<file path="src/rtl/instr_fetch_pkg.sv">
// Shared definitions for the fetch stage, the execute stage and the ROM tables.
// Holds the opcode map, instruction field positions and fetch FSM states.
package instr_fetch_pkg;

    localparam int unsigned DEF_ADDR_W = 4;
    localparam int unsigned DEF_INST_W = 16;
    localparam int unsigned OP_W       = 4;
    localparam int unsigned REG_W      = 3;
    localparam int unsigned IMM_W      = 8;
    localparam int unsigned TGT_W      = 4;

    localparam logic [OP_W-1:0] OP_NOP  = 4'b0000;
    localparam logic [OP_W-1:0] OP_LOAD = 4'b0001;
    localparam logic [OP_W-1:0] OP_ADD  = 4'b0010;
    localparam logic [OP_W-1:0] OP_SUB  = 4'b0011;
    localparam logic [OP_W-1:0] OP_SUBI = 4'b1011;
    localparam logic [OP_W-1:0] OP_JMP  = 4'b1000;
    localparam logic [OP_W-1:0] OP_BR   = 4'b1100;
    localparam logic [OP_W-1:0] OP_MOV  = 4'b1110;
    localparam logic [OP_W-1:0] OP_OUT  = 4'b1111;

    localparam int unsigned OP_HI  = 15;
    localparam int unsigned OP_LO  = 12;
    localparam int unsigned RD_HI  = 11;
    localparam int unsigned RD_LO  = 9;
    localparam int unsigned RS_HI  = 8;
    localparam int unsigned RS_LO  = 6;
    localparam int unsigned IMM_HI = 7;
    localparam int unsigned IMM_LO = 0;
    localparam int unsigned TGT_HI = 11;
    localparam int unsigned TGT_LO = 8;

    typedef enum logic {
        ST_RUN     = 1'b0,
        ST_BR_WAIT = 1'b1
    } fetch_state_e;

    // Decoded fields handed to execute.
    typedef struct packed {
        logic [OP_W-1:0]  opcode;
        logic [REG_W-1:0] rd;
        logic [REG_W-1:0] rs;
        logic [IMM_W-1:0] imm;
    } dec_fields_t;

endpackage

</file>
<file path="src/rtl/instr_field_split.sv">
// Combinational instruction splitter: raw ROM word to fields, jump/branch
// target and control-flow flags.
module instr_field_split
    import instr_fetch_pkg::*;
(
    input  logic [DEF_INST_W-1:0] inst_i,
    output dec_fields_t           fields_o,
    output logic [TGT_W-1:0]      tgt_o,
    output logic                  is_jmp_o,
    output logic                  is_br_o,
    output logic                  is_nop_o
);

    always_comb begin
        fields_o.opcode = inst_i[OP_HI:OP_LO];
        fields_o.rd     = inst_i[RD_HI:RD_LO];
        fields_o.rs     = inst_i[RS_HI:RS_LO];
        fields_o.imm    = inst_i[IMM_HI:IMM_LO];
        tgt_o           = inst_i[TGT_HI:TGT_LO];
        is_jmp_o        = (inst_i[OP_HI:OP_LO] == OP_JMP);
        is_br_o         = (inst_i[OP_HI:OP_LO] == OP_BR);
        is_nop_o        = (inst_i[OP_HI:OP_LO] == OP_NOP);
    end

endmodule

</file>
<file path="src/rtl/instr_fetch.sv">
// Fetch stage: owns the PC, reads the program ROM, resolves jumps locally and
// stalls on conditional branches until execute reports the outcome.
module instr_fetch
    import instr_fetch_pkg::*;
#(
    parameter int unsigned ADDR_W   = DEF_ADDR_W,
    parameter int unsigned INST_W   = DEF_INST_W,
    parameter int unsigned RESET_PC = 0
) (
    input  logic              clk,
    input  logic              rst,
    output logic [ADDR_W-1:0] rom_addr,
    input  logic [INST_W-1:0] rom_data,
    output logic              dec_valid,
    input  logic              dec_ready,
    output logic [OP_W-1:0]   dec_opcode,
    output logic [REG_W-1:0]  dec_rd,
    output logic [REG_W-1:0]  dec_rs,
    output logic [IMM_W-1:0]  dec_imm,
    output logic [ADDR_W-1:0] dec_pc,
    input  logic              br_done,
    input  logic              br_taken
);

    fetch_state_e      state_q, state_d;
    logic [ADDR_W-1:0] pc_q, pc_d;
    logic [ADDR_W-1:0] br_tgt_q, br_tgt_d;
    logic [ADDR_W-1:0] dec_pc_q, dec_pc_d;
    logic              dec_valid_q, dec_valid_d;
    dec_fields_t       dec_q, dec_d;

    dec_fields_t       fields;
    logic [TGT_W-1:0]  tgt;
    logic              is_jmp;
    logic              is_br;
    logic              is_nop;
    logic              slot_free;

    instr_field_split u_split (
        .inst_i   (rom_data),
        .fields_o (fields),
        .tgt_o    (tgt),
        .is_jmp_o (is_jmp),
        .is_br_o  (is_br),
        .is_nop_o (is_nop)
    );

    assign slot_free = !dec_valid_q || dec_ready;

    always_ff @(posedge clk) begin
        if (rst) begin
            state_q     <= ST_RUN;
            pc_q        <= ADDR_W'(RESET_PC);
            br_tgt_q    <= '0;
            dec_pc_q    <= '0;
            dec_valid_q <= 1'b0;
            dec_q       <= '0;
        end else begin
            state_q     <= state_d;
            pc_q        <= pc_d;
            br_tgt_q    <= br_tgt_d;
            dec_pc_q    <= dec_pc_d;
            dec_valid_q <= dec_valid_d;
            dec_q       <= dec_d;
        end
    end

    always_comb begin
        state_d     = state_q;
        pc_d        = pc_q;
        br_tgt_d    = br_tgt_q;
        dec_pc_d    = dec_pc_q;
        dec_valid_d = dec_valid_q;
        dec_d       = dec_q;
        case (state_q)
            ST_RUN: begin
                if (slot_free) begin
                    if (is_jmp) begin
                        pc_d        = ADDR_W'(tgt);
                        dec_valid_d = 1'b0;
                    end else if (is_nop) begin
                        pc_d        = pc_q + ADDR_W'(1);
                        dec_valid_d = 1'b0;
                    end else begin
                        dec_valid_d = 1'b1;
                        dec_d       = fields;
                        dec_pc_d    = pc_q;
                        pc_d        = pc_q + ADDR_W'(1);
                        if (is_br) begin
                            br_tgt_d = ADDR_W'(tgt);
                            state_d  = ST_BR_WAIT;
                        end
                    end
                end
            end
            ST_BR_WAIT: begin
                // pc already points past the br, so not-taken needs no update.
                if (dec_valid_q && dec_ready) begin
                    dec_valid_d = 1'b0;
                end
                if (br_done) begin
                    if (br_taken) begin
                        pc_d = br_tgt_q;
                    end
                    state_d = ST_RUN;
                end
            end
            default: state_d = ST_RUN;
        endcase
    end

    assign rom_addr   = pc_q;
    assign dec_valid  = dec_valid_q;
    assign dec_opcode = dec_q.opcode;
    assign dec_rd     = dec_q.rd;
    assign dec_rs     = dec_q.rs;
    assign dec_imm    = dec_q.imm;
    assign dec_pc     = dec_pc_q;

endmodule

</file>
<file path="config.mk">
export PLATFORM = sky130hd
export DESIGN_NAME = instr_fetch
export DESIGN_NICKNAME = d
export VERILOG_FILES = /design/src/rtl/instr_fetch_pkg.sv /design/src/rtl/instr_field_split.sv /design/src/rtl/instr_fetch.sv
export SDC_FILE = /design/constraint.sdc
export NUM_CORES = 1
export LEC_CHECK = 0
export ABC_CLOCK_PERIOD_IN_PS = 1200
export CORE_UTILIZATION = 38
export DETAILED_ROUTE_END_ITERATION = 8
export HOLD_SLACK_MARGIN = 0.15
export PLACE_DENSITY = 0.83
export SYNTH_ARGS = -nofsm -noshare
export SYNTH_HDL_FRONTEND = slang
export SYNTH_SLANG_ARGS = --single-unit
</file>
<file path="constraint.sdc">
create_clock -name clk -period 1.2 [get_ports clk]
set_input_delay 0.12 -clock clk [delete_from_list [all_inputs] [get_ports clk]]
set_output_delay 0.12 -clock clk [all_outputs]
set_load 0.03 [all_outputs]
</file>
==> metrics.txt, run 1 <==
# TYPE chip_impl_metric gauge
chip_impl_metric{name="grt_util_all_layers",unit="%"} 21.0
chip_impl_metric{name="synth-compound-area-share",unit="%"} 16.3
chip_impl_metric{name="yosysUniqueCellTypes",unit=""} 30
chip_impl_metric{name="crit_required",unit="ns"} 1.42
chip_impl_metric{name="finalCritPeriodShare",unit="%"} 99.5
chip_impl_info{name="worst-setup-path-type",value="primary input to register"} 1
chip_impl_metric{name="worst-r2r-cell-count",unit=""} 4
chip_impl_info{name="tritoncts",value="built"} 1
chip_impl_info{name="worst_setup_path_end_kind",value="register"} 1
chip_impl_metric{name="power.ir.vdd_worst",unit="V"} 0.000709
chip_impl_metric{name="skew",unit="ns"} 0.00595
chip_impl_metric{name="max-cap-violations",unit=""} 0
chip_impl_metric{name="post_route_cells_drive_above_1_share",unit="%"} 31.8
chip_impl_metric{name="cts_buffers",unit=""} 5
chip_impl_metric{name="net_count_after_synthesis",unit=""} 167
chip_impl_metric{name="shortest_clock_period_the_worst_path_allows_after_layout",unit="ns"} 1.19
chip_impl_metric{name="nFillCells",unit=""} 261
chip_impl_metric{name="setup_viol",unit=""} 0
chip_impl_metric{name="die_outline_area",unit="sq um"} 3420
chip_impl_metric{name="slew_viol_final",unit=""} 0
chip_impl_metric{name="hold_buf_count_cts",unit=""} 0
chip_impl_metric{name="synth-seq-area-share",unit="%"} 49.5
chip_impl_metric{name="post_drt_wl_per_cell",unit="um"} 12.9
chip_impl_metric{name="post-place-cells",unit=""} 246
chip_impl_metric{name="rows",unit=""} 20
chip_impl_metric{name="clk_pin_slew_worst_paths",unit="ns"} 0.09
chip_impl_metric{name="yosys_warnings",unit=""} 0
chip_impl_metric{name="pre_cts_slack",unit="ns"} -0.567
chip_impl_metric{name="io_buffers",unit=""} 47
chip_impl_metric{name="initial_utilization",unit="%"} 40.0
chip_impl_metric{name="hold_depth",unit=""} 4
chip_impl_metric{name="total_power",unit="mW"} 2.38
chip_impl_metric{name="routed-via-count",unit=""} 1270
chip_impl_metric{name="ff2ff_setup_slack",unit="ns"} 0.02
chip_impl_metric{name="power-per-cell-area",unit="nW/um^2"} 1220
chip_impl_info{name="dominant_combinational_cell_family_by_area_after_synthesis",value="simple AND/OR/NAND/NOR gates"} 1
chip_impl_metric{name="clock_path_buffers",unit=""} 2
chip_impl_metric{name="sequential_cell_area",unit="sq um"} 619
chip_impl_metric{name="route.antenna.remaining_nets",unit=""} 0
chip_impl_metric{name="timing_worst_slew_pin_value",unit="ns"} 0.361
chip_impl_metric{name="gp_congestion",unit=""} 0.816
chip_impl_metric{name="finalWorstSetupSlack",unit="ns"} 0.00571
chip_impl_metric{name="num_io_pins",unit=""} 48
chip_impl_metric{name="final_antenna_diode_count",unit=""} 0
chip_impl_metric{name="drt-vias-per-instance",unit=""} 4.98
chip_impl_metric{name="synthSimpleGateAreaFrac",unit="%"} 23.1
chip_impl_info{name="most-common-layout-cells",value="sky130_fd_sc_hd__nand2_1 (36), sky130_fd_sc_hd__dfxtp_1 (25), sky130_fd_sc_hd__buf_4 (21)"} 1
chip_impl_metric{name="critPathMaxFanout",unit=""} 5
chip_impl_metric{name="dr.first_iter.drc_count",unit=""} 43
chip_impl_info{name="min-delay-path-class",value="primary input to register"} 1
chip_impl_metric{name="synth_xor_xnor_area_share",unit="%"} 0.722
chip_impl_metric{name="area_delta_synth_final",unit="%"} 60.8
chip_impl_metric{name="grt_pass1_wl",unit="um"} 5360
chip_impl_metric{name="antenna_found_initial",unit=""} 0
chip_impl_metric{name="grt-ovfl-total",unit=""} 0
chip_impl_metric{name="synth.area.mux_share",unit="%"} 4.95
chip_impl_metric{name="yosys.area_share.adder",unit="%"} 1.03
chip_impl_metric{name="max-slew-margin-rel",unit="%"} 75.8
chip_impl_metric{name="final_hold_viol_count",unit=""} 0
chip_impl_metric{name="instances_no_fill",unit=""} 255
chip_impl_metric{name="detail_route.wirelength",unit="um"} 3290
chip_impl_metric{name="firstDrtPassIters",unit=""} 4
chip_impl_metric{name="total_leakage_power",unit="nW"} 0.857
chip_impl_info{name="critical_path.startpoint_type",value="primary input"} 1
chip_impl_metric{name="ctsHtreeMaxLevel",unit=""} 2
chip_impl_metric{name="skew_pair_late_insertion_delay",unit="ns"} 0.33
chip_impl_metric{name="syn_area_per_cell",unit="sq um"} 8.36
chip_impl_metric{name="syn-instance-count",unit=""} 145
chip_impl_metric{name="hold-worst-slack",unit="ns"} 0.293
chip_impl_metric{name="netlist_area",unit="sq um"} 1210
chip_impl_info{name="rsz_0062_raised_after_global_routing",value="true"} 1
chip_impl_metric{name="cp.arrival",unit="ns"} 1.41
chip_impl_metric{name="grt_pass1_vias",unit=""} 1233
chip_impl_metric{name="half_perimeter_wire_length_after_placement",unit="um"} 2410
chip_impl_metric{name="max_clock_freq",unit="MHz"} 837
chip_impl_metric{name="design.core.area",unit="sq um"} 3030
chip_impl_metric{name="num-nets-final",unit=""} 232
chip_impl_metric{name="synth.ff_latch_count",unit=""} 30
chip_impl_info{name="final_common_cell",value="sky130_fd_sc_hd__nand2_1"} 1
chip_impl_metric{name="multiInputGateArea",unit="sq um"} 624
chip_impl_metric{name="totalNegativeSetupSlack",unit="ns"} 0
chip_impl_info{name="root_buffer",value="sky130_fd_sc_hd__clkbuf_4"} 1
chip_impl_metric{name="post-route-drc-count",unit=""} 0
chip_impl_metric{name="grt_max_degree",unit=""} 18
chip_impl_info{name="run_status",value="finished, final reports clean"} 1
chip_impl_metric{name="dieHeight",unit="um"} 58.5
chip_impl_metric{name="clkSinkCount",unit=""} 30
chip_impl_metric{name="horiz_die_dim",unit="um"} 58.5
==> kinds of logic (layout without fill, tap and decap cells) <==
kind of cell / Yosys count / after routing
xor gates and xnor gates: 1 / 1
buffers and inverters: 11 / 77
adders and majority gates: 1 / 1
muxes: 6 / 6
AOI/OAI and AO/OA: 32 / 32
DFF: 30 / 30
and+or+nand+nor: 64 / 64
==> worst max-delay path, cell delays in order <==
cell and delay [ns]:
sky130_fd_sc_hd__clkdlybuf4s15_1 0.18, sky130_fd_sc_hd__or4b_4 0.59, sky130_fd_sc_hd__nand2_2 0.10, sky130_fd_sc_hd__o21ai_2 0.05
sky130_fd_sc_hd__a2111oi_2 0.37
==> registers in the layout, indices dropped and copies added (netlist names) <==
name        flops
dec_opcode      4
rom_addr        4
dec_rs          3
br_tgt_q        4
dec_imm         6
dec_valid       1
dec_pc          4
state_q         1
dec_rd          3
==> Yosys cell counts, drive strengths merged <==
library cell | number | area share (%)
a2111oi | 2 | 2.0
a211oi | 1 | 0.62
a21o | 1 | 0.62
a21oi | 19 | 7.8
a221oi | 1 | 0.72
a22oi | 3 | 1.9
a311oi | 1 | 0.72
and3 | 1 | 0.52
buf | 5 | 2.5
clkbuf | 5 | 1.5
dfxtp | 30 | 50
ha | 1 | 1.0
inv | 1 | 0.31
mux2i | 6 | 5.0
nand2 | 37 | 12
nand2b | 2 | 1.0
nand3 | 3 | 1.2
nand4 | 1 | 0.52
nor2 | 14 | 4.3
nor2b | 1 | 0.52
nor3b | 2 | 1.2
nor4b | 1 | 0.72
o21ai | 4 | 2.0
or3 | 1 | 0.52
or4b | 1 | 0.83
xor2 | 1 | 0.72
==> timing repair <==
item	4_1_cts	5_1_grt
buffers inserted	1	0
gates resized for setup	58	35
setup endpoints to repair	53	47
hold endpoints to repair	0	0
pin swaps	5	2
==> final timing paths <==
path | startpoint | to
hold reg to reg | dec_imm[0] | dec_imm[0]
setup reg to reg | rom_addr[1] | rom_addr[2]
setup / recovery | rom_data[13] | rom_addr[0]
hold / removal | rom_data[13] | dec_opcode[1]
==> metrics by stage <==
stage | cell area, sq um | utilization, %
finish | 1950 | 64.4
detailed placement | 1880 | 62.0
CTS | 1970 | 64.9
floorplan | 1250 | -
global placement | 1880 | 62.0
global route | 1950 | 64.4
==> layer usage <==
| layer | GRT usage [%] | up-vias | part of all wire (%) |
|---|---|---|---|
| met2 | 37.4 | 38 | 52 |
| met3 | 7.25 | 9 | 5.6 |
| met1 | 22.8 | 599 | 40 |
| met5 | 0 | - | 0 |
| li1 | - | 624 | - |
| met4 | 8.50 | 0 | 2.4 |
==> where the power goes <==
part	switching, mW	internal (mW)	total, mW
combinational	0.352	0.290	0.642
clock	0.331	0.283	0.614
sequential	0.0600	1.07	1.13
total	0.743	1.64	2.38
==> layout make-up <==
cell class                      instances  area share [%]
Tap cell                               44            2.82
Multi-Input combinational cell        104            32.0
Timing Repair Buffer                   68            30.1
Clock inverter                          1           0.257
Inverter                                1           0.193
Clock buffer                            7            2.82
Sequential cell                        30            31.8
Power figures use the tool's default switching activity.
==> run 2, diff against run 1 <==
--- a/config.mk
+++ b/config.mk
@@ -5,11 +5,11 @@
 export SDC_FILE = /design/constraint.sdc
 export NUM_CORES = 1
 export LEC_CHECK = 0
-export ABC_CLOCK_PERIOD_IN_PS = 1200
-export CORE_UTILIZATION = 38
+export ABC_CLOCK_PERIOD_IN_PS = 1400
+export CORE_UTILIZATION = 45
 export DETAILED_ROUTE_END_ITERATION = 8
 export HOLD_SLACK_MARGIN = 0.15
-export PLACE_DENSITY = 0.83
+export PLACE_DENSITY = 0.92
 export SYNTH_ARGS = -nofsm -noshare
 export SYNTH_HDL_FRONTEND = slang
 export SYNTH_SLANG_ARGS = --single-unit
==> constraint.sdc (replaced) <==
create_clock -name clk -period 1.4 [get_ports clk]
set_input_delay 0.14 -clock clk [delete_from_list [all_inputs] [get_ports clk]]
set_output_delay 0.14 -clock clk [all_outputs]
set_load 0.03 [all_outputs]
==> run 2 against run 1 <==
  * Critical path depth is 4 lower
  * Sequential power is 15% lower
  * Sequential share of layout area is 0.71 points higher
  * Register-to-register slack better by 0.08 ns
  * Largest power group unchanged
==> metrics.txt, run 2 (synthesized netlist as in run 1, its figures left out) <==
# TYPE chip_impl_metric gauge
chip_impl_metric{name="grt-ovfl-total",unit=""} 0
chip_impl_metric{name="intPower",unit="mW"} 1.37
chip_impl_info{name="worst-setup-path-type",value="register to output pin"} 1
chip_impl_metric{name="met3_wirelength",unit="um"} 230
chip_impl_metric{name="routed-via-count",unit=""} 1241
chip_impl_metric{name="crit_path_max_incr_delay",unit="ns"} 0.43
chip_impl_metric{name="half_perimeter_wire_length_after_placement",unit="um"} 2540
chip_impl_metric{name="area_delta_synth_final",unit="%"} 52.8
chip_impl_info{name="critical_path.startpoint",value="rom_addr[2]"} 1
chip_impl_info{name="r2r_start",value="dec_valid"} 1
chip_impl_metric{name="max-slew-margin-rel",unit="%"} 72.3
chip_impl_metric{name="power-per-cell-area",unit="nW/um^2"} 1070
chip_impl_metric{name="gp_congestion",unit=""} 0.869
chip_impl_metric{name="cts_buffers",unit=""} 5
chip_impl_metric{name="post-route-drc-count",unit=""} 0
chip_impl_metric{name="finalCritPeriodShare",unit="%"} 94.7
chip_impl_metric{name="post_route_cells_drive_above_1_share",unit="%"} 14.9
chip_impl_metric{name="total_power",unit="mW"} 1.99
chip_impl_metric{name="final_area",unit="sq um"} 1850
chip_impl_info{name="critical_path.startpoint_type",value="register"} 1
chip_impl_metric{name="crit_required",unit="ns"} 1.26
chip_impl_metric{name="skew_pair_late_insertion_delay",unit="ns"} 0.33
chip_impl_metric{name="met2WireLength",unit="um"} 1600
chip_impl_metric{name="power.ir.vdd_worst",unit="V"} 0.000924
chip_impl_metric{name="num-nets-final",unit=""} 229
chip_impl_info{name="final_common_cell",value="sky130_fd_sc_hd__nand2_1"} 1
chip_impl_metric{name="post-route-util",unit="%"} 73.5
chip_impl_metric{name="grt_pass1_vias",unit=""} 1166
chip_impl_metric{name="pre_cts_slack",unit="ns"} -0.535
chip_impl_metric{name="final_antenna_diode_count",unit=""} 0
chip_impl_metric{name="detail_route.wirelength.met1",unit="um"} 1310
chip_impl_info{name="most-common-layout-cells",value="sky130_fd_sc_hd__nand2_1 (36), sky130_fd_sc_hd__dfxtp_1 (29), sky130_fd_sc_hd__dlygate4sd2_1 (29)"} 1
chip_impl_info{name="cp_top_family",value="buffers and inverters"} 1
chip_impl_metric{name="timing_worst_slew_pin_value",unit="ns"} 0.415
chip_impl_metric{name="post_drt_wl_per_cell",unit="um"} 13.4
chip_impl_info{name="min-delay-path-class",value="primary input to register"} 1
chip_impl_metric{name="clk_pin_slew_worst_paths",unit="ns"} 0.09
chip_impl_metric{name="antenna_found_initial",unit=""} 0
chip_impl_metric{name="placed_area",unit="sq um"} 1810
chip_impl_metric{name="seqPwrFrac",unit="%"} 48.3
chip_impl_info{name="highest_delay_cell_along_the_critical_path",value="sky130_fd_sc_hd__dlygate4sd2_1"} 1
chip_impl_metric{name="clkPwrFrac",unit="%"} 26.9
chip_impl_metric{name="max_clock_freq",unit="MHz"} 754
chip_impl_metric{name="detail_route.wirelength",unit="um"} 3180
chip_impl_metric{name="critPathMaxFanout",unit=""} 4
chip_impl_info{name="cp_cell_sequence",value="dlygate4sd2_1"} 1
chip_impl_metric{name="route.antenna.remaining_nets",unit=""} 0
chip_impl_metric{name="initial_utilization",unit="%"} 48.1
chip_impl_metric{name="skew",unit="ns"} 0.0125
chip_impl_info{name="tritoncts",value="built"} 1
chip_impl_metric{name="grt_max_degree",unit=""} 22
chip_impl_metric{name="comb_power_share",unit="%"} 24.7
chip_impl_metric{name="switching_share",unit="%"} 31.2
chip_impl_metric{name="slew_viol_final",unit=""} 0
chip_impl_metric{name="dr.first_iter.drc_count",unit=""} 32
chip_impl_metric{name="worst-path-buf-inv",unit=""} 1
chip_impl_info{name="worst_setup_path_end_kind",value="output pin"} 1
chip_impl_metric{name="ctsHtreeMaxLevel",unit=""} 2
chip_impl_metric{name="drt-vias-per-instance",unit=""} 5.21
chip_impl_metric{name="switching_power",unit="mW"} 0.619
chip_impl_metric{name="shortest_clock_period_the_worst_path_allows_after_layout",unit="ns"} 1.33
chip_impl_metric{name="final_hold_viol_count",unit=""} 0
chip_impl_metric{name="clock_path_buffers",unit=""} 2
chip_impl_metric{name="finalWorstSetupSlack",unit="ns"} 0.0739
chip_impl_metric{name="cp.arrival",unit="ns"} 1.19
chip_impl_info{name="highest_layer",value="met4"} 1
chip_impl_metric{name="setup_viol",unit=""} 0
chip_impl_metric{name="rows",unit=""} 18
chip_impl_metric{name="dieHeight",unit="um"} 53.9
chip_impl_metric{name="clkSinkCount",unit=""} 30
chip_impl_metric{name="firstDrtPassIters",unit=""} 4
chip_impl_info{name="holdCritStartpoint",value="rom_data[15]"} 1
chip_impl_metric{name="total_leakage_power",unit="nW"} 0.896
chip_impl_metric{name="horiz_die_dim",unit="um"} 53.9
chip_impl_metric{name="num_io_pins",unit=""} 48
chip_impl_metric{name="max-cap-violations",unit=""} 0
chip_impl_metric{name="largest_register_ffs",unit=""} 6
chip_impl_metric{name="grt_pass1_wl",unit="um"} 4910
chip_impl_info{name="root_buffer",value="sky130_fd_sc_hd__clkbuf_4"} 1
chip_impl_metric{name="io_buffers",unit=""} 47
chip_impl_info{name="run_status",value="finished, final reports clean"} 1
chip_impl_metric{name="grt_util_all_layers",unit="%"} 24.1
chip_impl_metric{name="die_outline_area",unit="sq um"} 2910
chip_impl_metric{name="design.core.area",unit="sq um"} 2520
-- run 2: final timing paths --
path / end / slack, ns / cells past startpoint
worst min register to register: dec_imm[4] / 0.46 / 2
worst max register to register: rom_addr[1] / 0.10 / 4
worst min-delay path: dec_opcode[3] / 0.27 / 3
worst max-delay path: rom_addr[2] / 0.07 / 1
-- run 2: final cells by class --
type                    instances  area [sq um]
clock buffers                   7          55.1
clock inverters                 1          5.00
fillers                       208           669
inverters                       1          3.75
multi-input cells             104           566
flip-flops and latches         30           602
well taps                      30          37.5
repair buffers                 65           584
-- run 2: routing by layer --
metal	GRT usage, %	up-vias
met3	9.32	5
met4	8.33	0
met1	26.8	558
li1	-	620
met5	0	-
met2	41.6	58
-- run 2: timing repair --
| action | in CTS | in global routing |
|---|---|---|
| gates resized for setup | 33 | 2 |
| endpoints found under the setup margin | 47 | 15 |
| buffers inserted | 0 | 1 |
| hold buffers | 0 | 0 |
| cloned | 0 | 0 |
| pin swaps | 2 | 3 |
-- run 2: stage by stage --
stage / TNS [ns] / hold slack [ns] / cells
global route: -0.0296 / 0.258 / 238
detailed placement: -10.44 / 0.452 / 229
CTS: 0 / 0.255 / 237
finish: 0 / 0.266 / 238
global placement: -9.28 / 0.442 / 229
floorplan: 0 / 0.216 / 145
-- run 2: power by group through the flow --
stage	Combinational, mW	Sequential [mW]	Clock (mW)
finish	0.491	0.959	0.535
global route	0.528	0.969	0.591
CTS	0.493	0.960	0.549
detailed placement	0.534	0.982	0
global placement	0.522	0.977	0
floorplan	0.165	1.09	0
